`config.mk`:
```
export PLATFORM = sky130hd
export DESIGN_NAME = uart_tx_cfg
export DESIGN_NICKNAME = d
export VERILOG_FILES = /design/src/rtl/uart_pkg.sv /design/src/rtl/uart_baud_gen.sv /design/src/rtl/uart_tx_cfg.sv
export SDC_FILE = /design/constraint.sdc
export NUM_CORES = 1
export LEC_CHECK = 0
export BUFFER_PORTS_ARGS = -buffer_cell sky130_fd_sc_hd__buf_2
export CAP_MARGIN = 0
export CORE_UTILIZATION = 52
export DETAILED_ROUTE_END_ITERATION = 12
export PLACE_DENSITY_LB_ADDON = 0.2
export SLEW_MARGIN = 30
export SYNTH_ARGS = -nofsm -noshare
export SYNTH_HDL_FRONTEND = slang
export SYNTH_SLANG_ARGS = --single-unit
```
`constraint.sdc`:
```
create_clock -name clk -period 1.9 [get_ports clk]
set_clock_uncertainty 0.2 [all_clocks]
set_input_delay 0.095 -clock clk [delete_from_list [all_inputs] [get_ports clk]]
set_output_delay 0.095 -clock clk [all_outputs]
set_load 0.05 [all_outputs]
```
`src/rtl/uart_pkg.sv`:
```
`default_nettype none
// ============================================================================
// Module      : uart_pkg
// Description : Shared definitions for the UART blocks. It holds the parity
//               mode encodings, the transmitter state encoding, and the
//               bit-period calculation. TX and RX both use
//               calc_bit_period, so they round the bit period the same way.
// Revision    : 1.0 - initial release
// ============================================================================
package uart_pkg;

    localparam int PARITY_NONE = 0;
    localparam int PARITY_EVEN = 1;
    localparam int PARITY_ODD  = 2;

    typedef enum logic [2:0] {
        TX_IDLE  = 3'd0,
        TX_START = 3'd1,
        TX_DATA  = 3'd2,
        TX_PAR   = 3'd3,
        TX_STOP  = 3'd4
    } uart_tx_state_t;

    // Clock cycles per bit. Integer division rounds down.
    function automatic int calc_bit_period(input longint clk_hz, input longint baud);
        return int'(clk_hz / baud);
    endfunction

endpackage
`default_nettype wire

```
`src/rtl/uart_baud_gen.sv`:
```
`default_nettype none
// ============================================================================
// Module      : uart_baud_gen
// Description : Bit-period counter. It counts 0..BIT_PERIOD-1 and wraps.
//               'restart' forces the count back to 0, so a new frame lines up
//               with the edge on which it was accepted.
// Ports       : clk      - clock, rising edge
//               rst      - synchronous active-high reset
//               restart  - clear the count to 0 on this edge
//               bit_tick - high during the last cycle of each bit period
//               count    - current position inside the bit period
// Revision    : 1.0 - initial release
// ============================================================================
module uart_baud_gen #(
    parameter int BIT_PERIOD = 10,
    parameter int CNT_W      = (BIT_PERIOD > 1) ? $clog2(BIT_PERIOD) : 1
) (
    input  logic             clk,
    input  logic             rst,
    input  logic             restart,
    output logic             bit_tick,
    output logic [CNT_W-1:0] count
);

    localparam logic [CNT_W-1:0] c_last_count = CNT_W'(BIT_PERIOD - 1);

    logic [CNT_W-1:0] r_count;

    always_ff @(posedge clk) begin
        if (rst || restart) begin
            r_count <= '0;
        end else if (r_count == c_last_count) begin
            r_count <= '0;
        end else begin
            r_count <= r_count + 1'b1;
        end
    end

    assign bit_tick = (r_count == c_last_count);
    assign count    = r_count;

endmodule
`default_nettype wire

```
`src/rtl/uart_tx_cfg.sv`:
```
`default_nettype none
// ============================================================================
// Module      : uart_tx_cfg
// Description : Configurable UART transmitter. It sends one word for each
//               valid/ready handshake, with optional even or odd parity and
//               1 or 2 stop bits. Words are sent LSB first.
// Ports       : clk      - clock, rising edge
//               rst      - synchronous active-high reset
//               tx_valid - a word is offered on tx_data
//               tx_data  - word to send
//               tx_ready - a word is accepted on an edge where valid && ready
//               tx       - registered serial line; idles high
//               busy     - a frame is in progress
//               tx_done  - one-cycle pulse as the last stop bit completes
// Revision    : 1.0 - initial release
// ============================================================================
module uart_tx_cfg
    import uart_pkg::*;
#(
    parameter int CLK_FREQ  = 60000000,
    parameter int BAUD_RATE = 9600,
    parameter int DATA_BITS = 8,
    parameter int PARITY    = 0,
    parameter int STOP_BITS = 1
) (
    input  logic                 clk,
    input  logic                 rst,
    input  logic                 tx_valid,
    input  logic [DATA_BITS-1:0] tx_data,
    output logic                 tx_ready,
    output logic                 tx,
    output logic                 busy,
    output logic                 tx_done
);

    localparam int BIT_PERIOD = calc_bit_period(CLK_FREQ, BAUD_RATE);
    localparam int CNT_W      = (BIT_PERIOD > 1) ? $clog2(BIT_PERIOD) : 1;

    localparam logic [CNT_W-1:0] c_pre_last = CNT_W'(BIT_PERIOD - 2);
    localparam logic [2:0]       c_last_idx = 3'(DATA_BITS - 1);
    localparam logic             c_last_stop = 1'(STOP_BITS - 1);

    generate
        if (DATA_BITS < 5 || DATA_BITS > 8) begin : g_bad_data_bits
            $error("uart_tx_cfg: DATA_BITS must be in 5..8");
        end
        if (PARITY > 2 || PARITY < 0) begin : g_bad_parity
            $error("uart_tx_cfg: PARITY must be 0, 1 or 2");
        end
        if (STOP_BITS != 1 && STOP_BITS != 2) begin : g_bad_stop_bits
            $error("uart_tx_cfg: STOP_BITS must be 1 or 2");
        end
        if (BIT_PERIOD < 2) begin : g_bad_bit_period
            $error("uart_tx_cfg: CLK_FREQ / BAUD_RATE must be at least 2");
        end
    endgenerate

    uart_tx_state_t       r_state;
    logic [DATA_BITS-1:0] r_shift;
    logic [2:0]           r_idx;
    logic                 r_stop_cnt;
    logic                 r_parity;
    logic                 r_tx;
    logic                 r_done;

    logic                 w_ready;
    logic                 w_accept;
    logic                 w_tick;
    logic                 w_pre_tick;
    logic                 w_parity;
    logic [CNT_W-1:0]     w_count;

    assign w_ready  = (r_state == TX_IDLE) && !rst;
    assign w_accept = tx_valid && w_ready;

    // The parity is taken from tx_data on the acceptance edge. That is the
    // same value that is loaded into the shift register.
    assign w_parity = (^tx_data) ^ (PARITY == PARITY_ODD);

    // Fires one cycle before the bit boundary. It ends the last stop bit.
    assign w_pre_tick = (w_count == c_pre_last);

    uart_baud_gen #(
        .BIT_PERIOD (BIT_PERIOD),
        .CNT_W      (CNT_W)
    ) u_baud_gen (
        .clk      (clk),
        .rst      (rst),
        .restart  (w_accept),
        .bit_tick (w_tick),
        .count    (w_count)
    );

    // The FSM leaves STOP one cycle before the last stop bit's boundary. The
    // IDLE cycle (tx high, tx_ready and tx_done high) is therefore the last
    // cycle of that stop bit. A word accepted in that cycle starts its start
    // bit on the frame boundary, so back-to-back frames leave no idle gap.
    always_ff @(posedge clk) begin
        if (rst) begin
            r_state    <= TX_IDLE;
            r_shift    <= '0;
            r_idx      <= 3'd0;
            r_stop_cnt <= 1'b0;
            r_parity   <= 1'b0;
            r_tx       <= 1'b1;
            r_done     <= 1'b0;
        end else begin
            r_done <= 1'b0;
            case (r_state)
                TX_IDLE: begin
                    r_tx <= 1'b1;
                    if (tx_valid) begin
                        r_state    <= TX_START;
                        r_shift    <= tx_data;
                        r_parity   <= w_parity;
                        r_idx      <= 3'd0;
                        r_stop_cnt <= 1'b0;
                        r_tx       <= 1'b0;
                    end
                end
                TX_START: begin
                    if (w_tick) begin
                        r_state <= TX_DATA;
                        r_tx    <= r_shift[0];
                    end
                end
                TX_DATA: begin
                    if (w_tick) begin
                        if (r_idx == c_last_idx) begin
                            if (PARITY != PARITY_NONE) begin
                                r_state <= TX_PAR;
                                r_tx    <= r_parity;
                            end else begin
                                r_state <= TX_STOP;
                                r_tx    <= 1'b1;
                            end
                        end else begin
                            r_idx   <= r_idx + 3'd1;
                            r_shift <= r_shift >> 1;
                            r_tx    <= r_shift[1];
                        end
                    end
                end
                TX_PAR: begin
                    if (w_tick) begin
                        r_state <= TX_STOP;
                        r_tx    <= 1'b1;
                    end
                end
                TX_STOP: begin
                    r_tx <= 1'b1;
                    if (r_stop_cnt == c_last_stop && w_pre_tick) begin
                        r_state <= TX_IDLE;
                        r_done  <= 1'b1;
                    end else if (w_tick) begin
                        r_stop_cnt <= r_stop_cnt + 1'b1;
                    end
                end
                default: begin
                    r_state <= TX_IDLE;
                    r_tx    <= 1'b1;
                end
            endcase
        end
    end

    assign tx_ready = w_ready;
    assign tx       = r_tx;
    assign busy     = (r_state != TX_IDLE);
    assign tx_done  = r_done;

endmodule
`default_nettype wire

```
## Yosys cells after proc, flatten, opt, wreduce, memory -nomap -nowiden

Index checks and enable logic that the tools add are counted.

| cells by class | value |
|---|---|
| shift-type cells | 0 |
| add/subtract/negate cells | 3 |
| eq/ne operators | 16 |
| $mul | 0 |
| bitwise operators | 2 |
| reduce and logical (&&, ||, !) cells | 15 |
| muxes and demuxes | 26 |
| divide/modulo/power cells | 0 |
| $lt $le $gt $ge | 0 |

Operators with widths:

| cell | number |
|---|---|
| 3-bit two-way mux | 9 |
| 13-bit equality test, second input constant | 2 |
| 8-bit two-way mux | 3 |
| 8-bit one-hot mux with 2 select lines | 1 |
| 3-bit one-hot mux with 5 select lines | 1 |
| 13-bit by 1-bit adder with 13-bit output, second input constant | 1 |
| 2-bit inequality test, second input constant | 5 |
| 1-bit two-way mux | 9 |
| 2-bit by 1-bit inequality test with 1-bit output, second input constant | 4 |
| 4-bit AND reduction | 2 |
| 3-bit by 2-bit equality test with 1-bit output, second input constant | 2 |
| 3-bit equality test, second input constant | 2 |
| 3-bit one-hot mux with 2 select lines | 1 |
| 6-bit AND reduction | 1 |
| 1-bit one-hot mux with 4 select lines | 1 |
| 2-bit nonzero test | 2 |
| 2-bit OR reduction | 2 |
| 3-bit by 1-bit adder with 3-bit output, second input constant | 1 |
| 3-bit by 1-bit equality test with 1-bit output, second input constant | 1 |
| 1-bit logical AND | 3 |
| 3-bit zero test | 1 |
| 3-bit AND reduction | 1 |
| 3-bit nonzero test | 1 |
| 1-bit NOT | 2 |
| 4 further kinds | 4 |

| storage, ports and cells | value |
|---|---|
| register bits after elaboration | 30 |
| latch bits | 0 |
| output and inout bits | 4 |
| input bits | 11 |
| memory bits (read-only) | 0 |
| word-level logic and storage cells | 69 |
| RAM bits | 0 |
| memories | 0 |

## Logic depth before layout (Yosys ltp)

| logic depth | value |
|---|---|
| word-level depth | 5 |
| gate-level depth with buffers | 7 |
| depth with buffers taken out | 6 |

## Modules after synthesis

A second synthesis with hierarchy kept.

| unflattened totals | value |
|---|---|
| cell total of the unflattened synthesis | 170 |
| area total of the unflattened synthesis | 1,629.1 µm² |

By module, submodules not included:

| module | times used | area an instance (µm²) | cells an instance | sequential area each (µm²) |
|---|---|---|---|---|
| uart_tx_cfg | 1 | 933.4 | 94 | 340.3 |
| uart_baud_gen | 1 | 695.7 | 76 | 260.2 |

## Worst setup path before layout

No wires, ideal clock.

| timing path | value |
|---|---|
| path kind | in2out |
| start point | in rst |
| end point | out tx_ready |
| setup slack | -0.491 ns |
| data arrival time | 2.096 ns |
| required time | 1.605 ns |
| stages on the path | 4 |
| path buffers | 3 |
| cell sequence | clkbuf_1 -> clkbuf_1 -> clkbuf_1 -> nor4_1 |

| between the ends | value |
|---|---|
| cells in the longest elaborated chain, start to end | 2 |

RTL lines:

| what | line | text |
|---|---|---|
| from (decl) | uart_tx_cfg.sv:27 | `input logic rst,` |
| 1-bit zero test | uart_tx_cfg.sv:73 | `assign w_ready = (r_state == TX_IDLE) && !rst;` |
| 1-bit logical AND | uart_tx_cfg.sv:73 |  |
| to (decl) | uart_tx_cfg.sv:30 | `output logic tx_ready,` |

No other way between the ends.

## Final worst setup path

| timing path | value |
|---|---|
| start point | reg r_idx[1] |
| end point | reg r_idx[1] |

| between the ends | value |
|---|---|
| cells in the longest elaborated chain, start to end | 4 |
| elaborated cells between the ends (all ways) | 7 |
| classes of those cells | add/sub: 1; eq/ne: 2; mux: 3; reduce/logical: 1 |

RTL lines:

| what | line | text |
|---|---|---|
| from (decl) | uart_tx_cfg.sv:60 | `logic [2:0] r_idx;` |
| from (signal assigned) | uart_tx_cfg.sv:138 | `r_idx <= r_idx + 3'd1;` |
| 3-bit by 1-bit adder with 3-bit output | uart_tx_cfg.sv:138 |  |
| 3-bit two-way mux | uart_tx_cfg.sv:129 | `if (r_idx == c_last_idx) begin` |
| 3-bit two-way mux | uart_tx_cfg.sv:128 | `if (w_tick) begin` |
| 3-bit one-hot mux with 2 select lines | uart_tx_cfg.sv:109 | `case (r_state)` |

Several ways; a longest one is shown, not always the timed one. The select of a mux whose other input is x is not followed.
A chain may end at the register's enable or synchronous reset.

==> metrics.txt <==
final core occ=71.5%; number of synthesized register bits=30; post-synthesis sequential area ratio=37.8%; number of antenna violations at the first check in global routing=0; Avg Synthesized Cell Area=8.68 µm²; vias in the first global route=1501; largest incremental delay on the critical path=0.47 ns; post-layout min period=1.85 ns; basic-gate share of the synthesized area counting and, or, nand and nor cells=33.6%; starting density of the core=56.1%; depth of the worst hold-timing path=4; final-report hold violation count=0; syn_nets=199; Final Wtd Congestion=0.833; VDD IR max=0.446 mV; largest buffer count on any clock path=2; violations in the final reports=design-rule violations; CTS Root Cell=sky130_fd_sc_hd__clkbuf_4; area share of fa/ha/maj cells after synthesis=3.94%; GR Overflow Total=0; post-synthesis mux area share=0%; synthesized-area fraction occupied by ao, oa, aoi and oai cells=13.3%; antenna fix cells=0; Worst Hold Endpoint=r_state[2]; vertical extent of the die=57.3 µm; period utilization=97.5%; depth of the worst register-to-register path=6; max frequency=540 MHz; Distinct cells, synth=42; Clock H-tree levels=2; area of the die=0.00328 mm²; commonest cells after routing, fill and taps aside=sky130_fd_sc_hd__dfxtp_1, sky130_fd_sc_hd__nor2_1, sky130_fd_sc_hd__nand3_1; RR Endpoint=r_idx[1]; global router's overall resource usage=25.2%; start-to-end type of the worst setup path=register to register; DRC errors left=4; main combinational cell family by area after synthesis=simple AND/OR/NAND/NOR gates; Slew headroom=70.5%; Reg2Reg Launch Point=r_idx[1]; number of clock buffers inserted by TritonCTS=5; crit path cell chain=ha_2 -> ha_4 -> nor2b_4 -> o21bai_4 -> or4b_1 -> o211ai_1; beginning of the worst hold path=tx_valid; x dimension of the die=57.3 µm; vias=1532; number of detailed-route iterations in the first pass=8; outcome=finished, violations left; max-slew violation count=0; count of input and output buffers=14; pwr dens=742 mW/mm²; setup slack on the worst flop-to-flop path=0.05 ns; fraction of synthesized cell area in xor and xnor cells=6.07%; launching element type of the critical path=register; fillers=214; setup repair after global routing missed its margin=yes; Syn. warnings=0; first-pass GRT wire length=6420 µm; cell leakage power=0.745 nW; post-synthesis instance area=0.00159 mm²; CTS clk-pin slew, worst paths=0.10 ns; highest routing layer actually used=met4; Detail Route met2 WL=1740 µm; Worst setup EP type=register; Cells after DPL=229; Post-Route WL=3640 µm; Placement Rows=19; post-detailed-placement half-perimeter wirelength=2370 µm; worst min path class=input port to register; total chip power=0.00150 W; number of failing setup endpoints in the final timing report=0; I/O pin count=15; wire length on met1=1690 µm; cell with the largest stage delay on the worst path=sky130_fd_sc_hd__or4b_1; layout cells sized above 1=24.7%; area of the core region=0.00283 mm²; antenna-violating nets left=0; synthesized instance count=183; number of violations of the max-capacitance limit=0; starting DRC count in detailed routing=77; Synth-to-Final Area Change=27.3%; clock sinks=30; worst slew pin tran=0.442 ns; Crit Path Max Fanout=4; required time reported for the critical path endpoint=1.95 ns; most common cell after layout, fill and taps aside=sky130_fd_sc_hd__dfxtp_1; clock tree from TritonCTS=done; total met3 wirelength after detailed routing=156 µm; largest net degree at the start of global routing=28; Vias/cell=6.13; Skew-Pair Late Insertion Delay=0.33 ns; Avg WL per Cell=14.5 µm; arrival time of data at the critical path endpoint=1.91 ns; count of nets after finishing=234; final non-filler cell total=250
timing repair:
item	in CTS	in global routing
setup buffers	3	1
hold endpoints to repair	9	0
gates resized for setup	4	8
pin swaps	2	1
setup endpoints to repair	2	5
hold buffers	9	0
kinds of logic (layout without fill, tap and decap cells):
logic type	after synthesis	in the layout
simple gates	90	90
compound gates	30	30
flops	30	30
buf+inv	17	53
xor+xnor	11	11
fa+ha+maj	5	5
critical path, delay by kind of cell (launching register included):
kind / cells / cell delay, ns
DFF: 1 / 0.34
and+or+nand+nor: 2 / 0.61
AOI/OAI and AO/OA: 2 / 0.26
adders and majority gates: 2 / 0.35
Yosys cell counts:
cell type	count	area share [%]
sky130_fd_sc_hd__dfxtp_1	30	38
sky130_fd_sc_hd__nor2_1	21	5.0
sky130_fd_sc_hd__nand3_1	19	6.0
sky130_fd_sc_hd__o211ai_1	11	5.2
sky130_fd_sc_hd__nand2_1	8	1.9
sky130_fd_sc_hd__a22oi_1	7	3.3
sky130_fd_sc_hd__clkbuf_1	7	1.7
sky130_fd_sc_hd__nand4_1	6	2.4
sky130_fd_sc_hd__xor2_1	6	3.3
sky130_fd_sc_hd__ha_1	5	3.9
sky130_fd_sc_hd__inv_1	5	1.2
sky130_fd_sc_hd__xnor2_1	5	2.8
sky130_fd_sc_hd__nand3b_1	4	1.9
sky130_fd_sc_hd__and3_1	3	1.2
sky130_fd_sc_hd__and4_1	3	1.7
sky130_fd_sc_hd__buf_2	3	0.95
sky130_fd_sc_hd__nand4b_1	3	1.7
sky130_fd_sc_hd__nor3_1	3	0.95
sky130_fd_sc_hd__nor4b_1	3	1.7
sky130_fd_sc_hd__o21ai_0	3	0.95
sky130_fd_sc_hd__a211oi_1	2	0.95
sky130_fd_sc_hd__a21oi_1	2	0.63
sky130_fd_sc_hd__buf_6	2	1.4
sky130_fd_sc_hd__nand2b_1	2	0.79
sky130_fd_sc_hd__nor2b_1	2	0.79
sky130_fd_sc_hd__or4b_1	2	1.3
sky130_fd_sc_hd__a31oi_1	1	0.39
sky130_fd_sc_hd__and2_1	1	0.39
sky130_fd_sc_hd__and3b_1	1	0.55
sky130_fd_sc_hd__and4bb_2	1	0.79
sky130_fd_sc_hd__nor3b_1	1	0.47
sky130_fd_sc_hd__nor4_1	1	0.39
sky130_fd_sc_hd__nor4_2	1	0.79
sky130_fd_sc_hd__nor4b_2	1	0.95
sky130_fd_sc_hd__nor4bb_1	1	0.63
sky130_fd_sc_hd__o21bai_1	1	0.47
sky130_fd_sc_hd__o22ai_1	1	0.39
sky130_fd_sc_hd__o31ai_1	1	0.47
sky130_fd_sc_hd__o41ai_1	1	0.55
sky130_fd_sc_hd__or2_4	1	0.55
sky130_fd_sc_hd__or3_1	1	0.39
sky130_fd_sc_hd__or3b_4	1	0.71
stage by stage:
step	worst slack [ns]	TNS (ns)	area (µm²)	hold WS [ns]
3_3_place_gp	0.0564	0	1740	0.159
5_1_grt	-0.0240	-0.0240	2020	0.167
6_report	0.0472	0	2020	0.133
3_5_place_dp	-0.0232	-0.0434	1740	0.169
4_1_cts	0.00621	0	1980	0.107
2_1_floorplan	0.0826	0	1590	0.0528
flip-flops by register name, summed over array words and instances (netlist names):
| register | count |
|---|---|
| tx_done | 1 |
| r_shift | 8 |
| r_state | 3 |
| r_idx | 3 |
| tx | 1 |
| u_baud_gen.count | 13 |
| r_stop_cnt | 1 |
metal layers:
metal  up-vias  global-route usage [%]
met1       741                    32.3
met2        37                    41.3
li1        747                       -
met4         0                    8.71
met5         -                       0
met3         7                    6.35
layout make-up:
type	instances	area (µm²)	share of cell area [%]
inverter	5	18.8	0.928
multi-input combinational	136	960	47.5
timing repair buffer	40	288	14.2
clock inverter	2	60.1	2.97
tap	31	38.8	1.92
sequential	30	606	30.0
clock buffer	6	51.3	2.54
worst max path at each step:
stage	startpoint	to	slack, ns	depth (start not counted)
finish	r_idx[1]	r_idx[1]	0.05	6
global route	r_idx[0]	r_idx[1]	-0.02	6
CTS	r_idx[0]	r_idx[1]	0.006	6
detailed placement	r_idx[0]	r_idx[2]	-0.02	6
global placement	r_idx[0]	r_idx[1]	0.06	6
floorplan	r_idx[0]	r_idx[2]	0.08	6
where the power goes:
group,leakage (nW),switching [W],internal [W],total (W)
Combinational,0.440,0.0000873,0.0000685,0.000156
Sequential,0.246,0.0000167,0.000648,0.000665
Clock,0.0585,0.000233,0.000446,0.000679
Note: power is estimated with default switching activity, not from simulation.
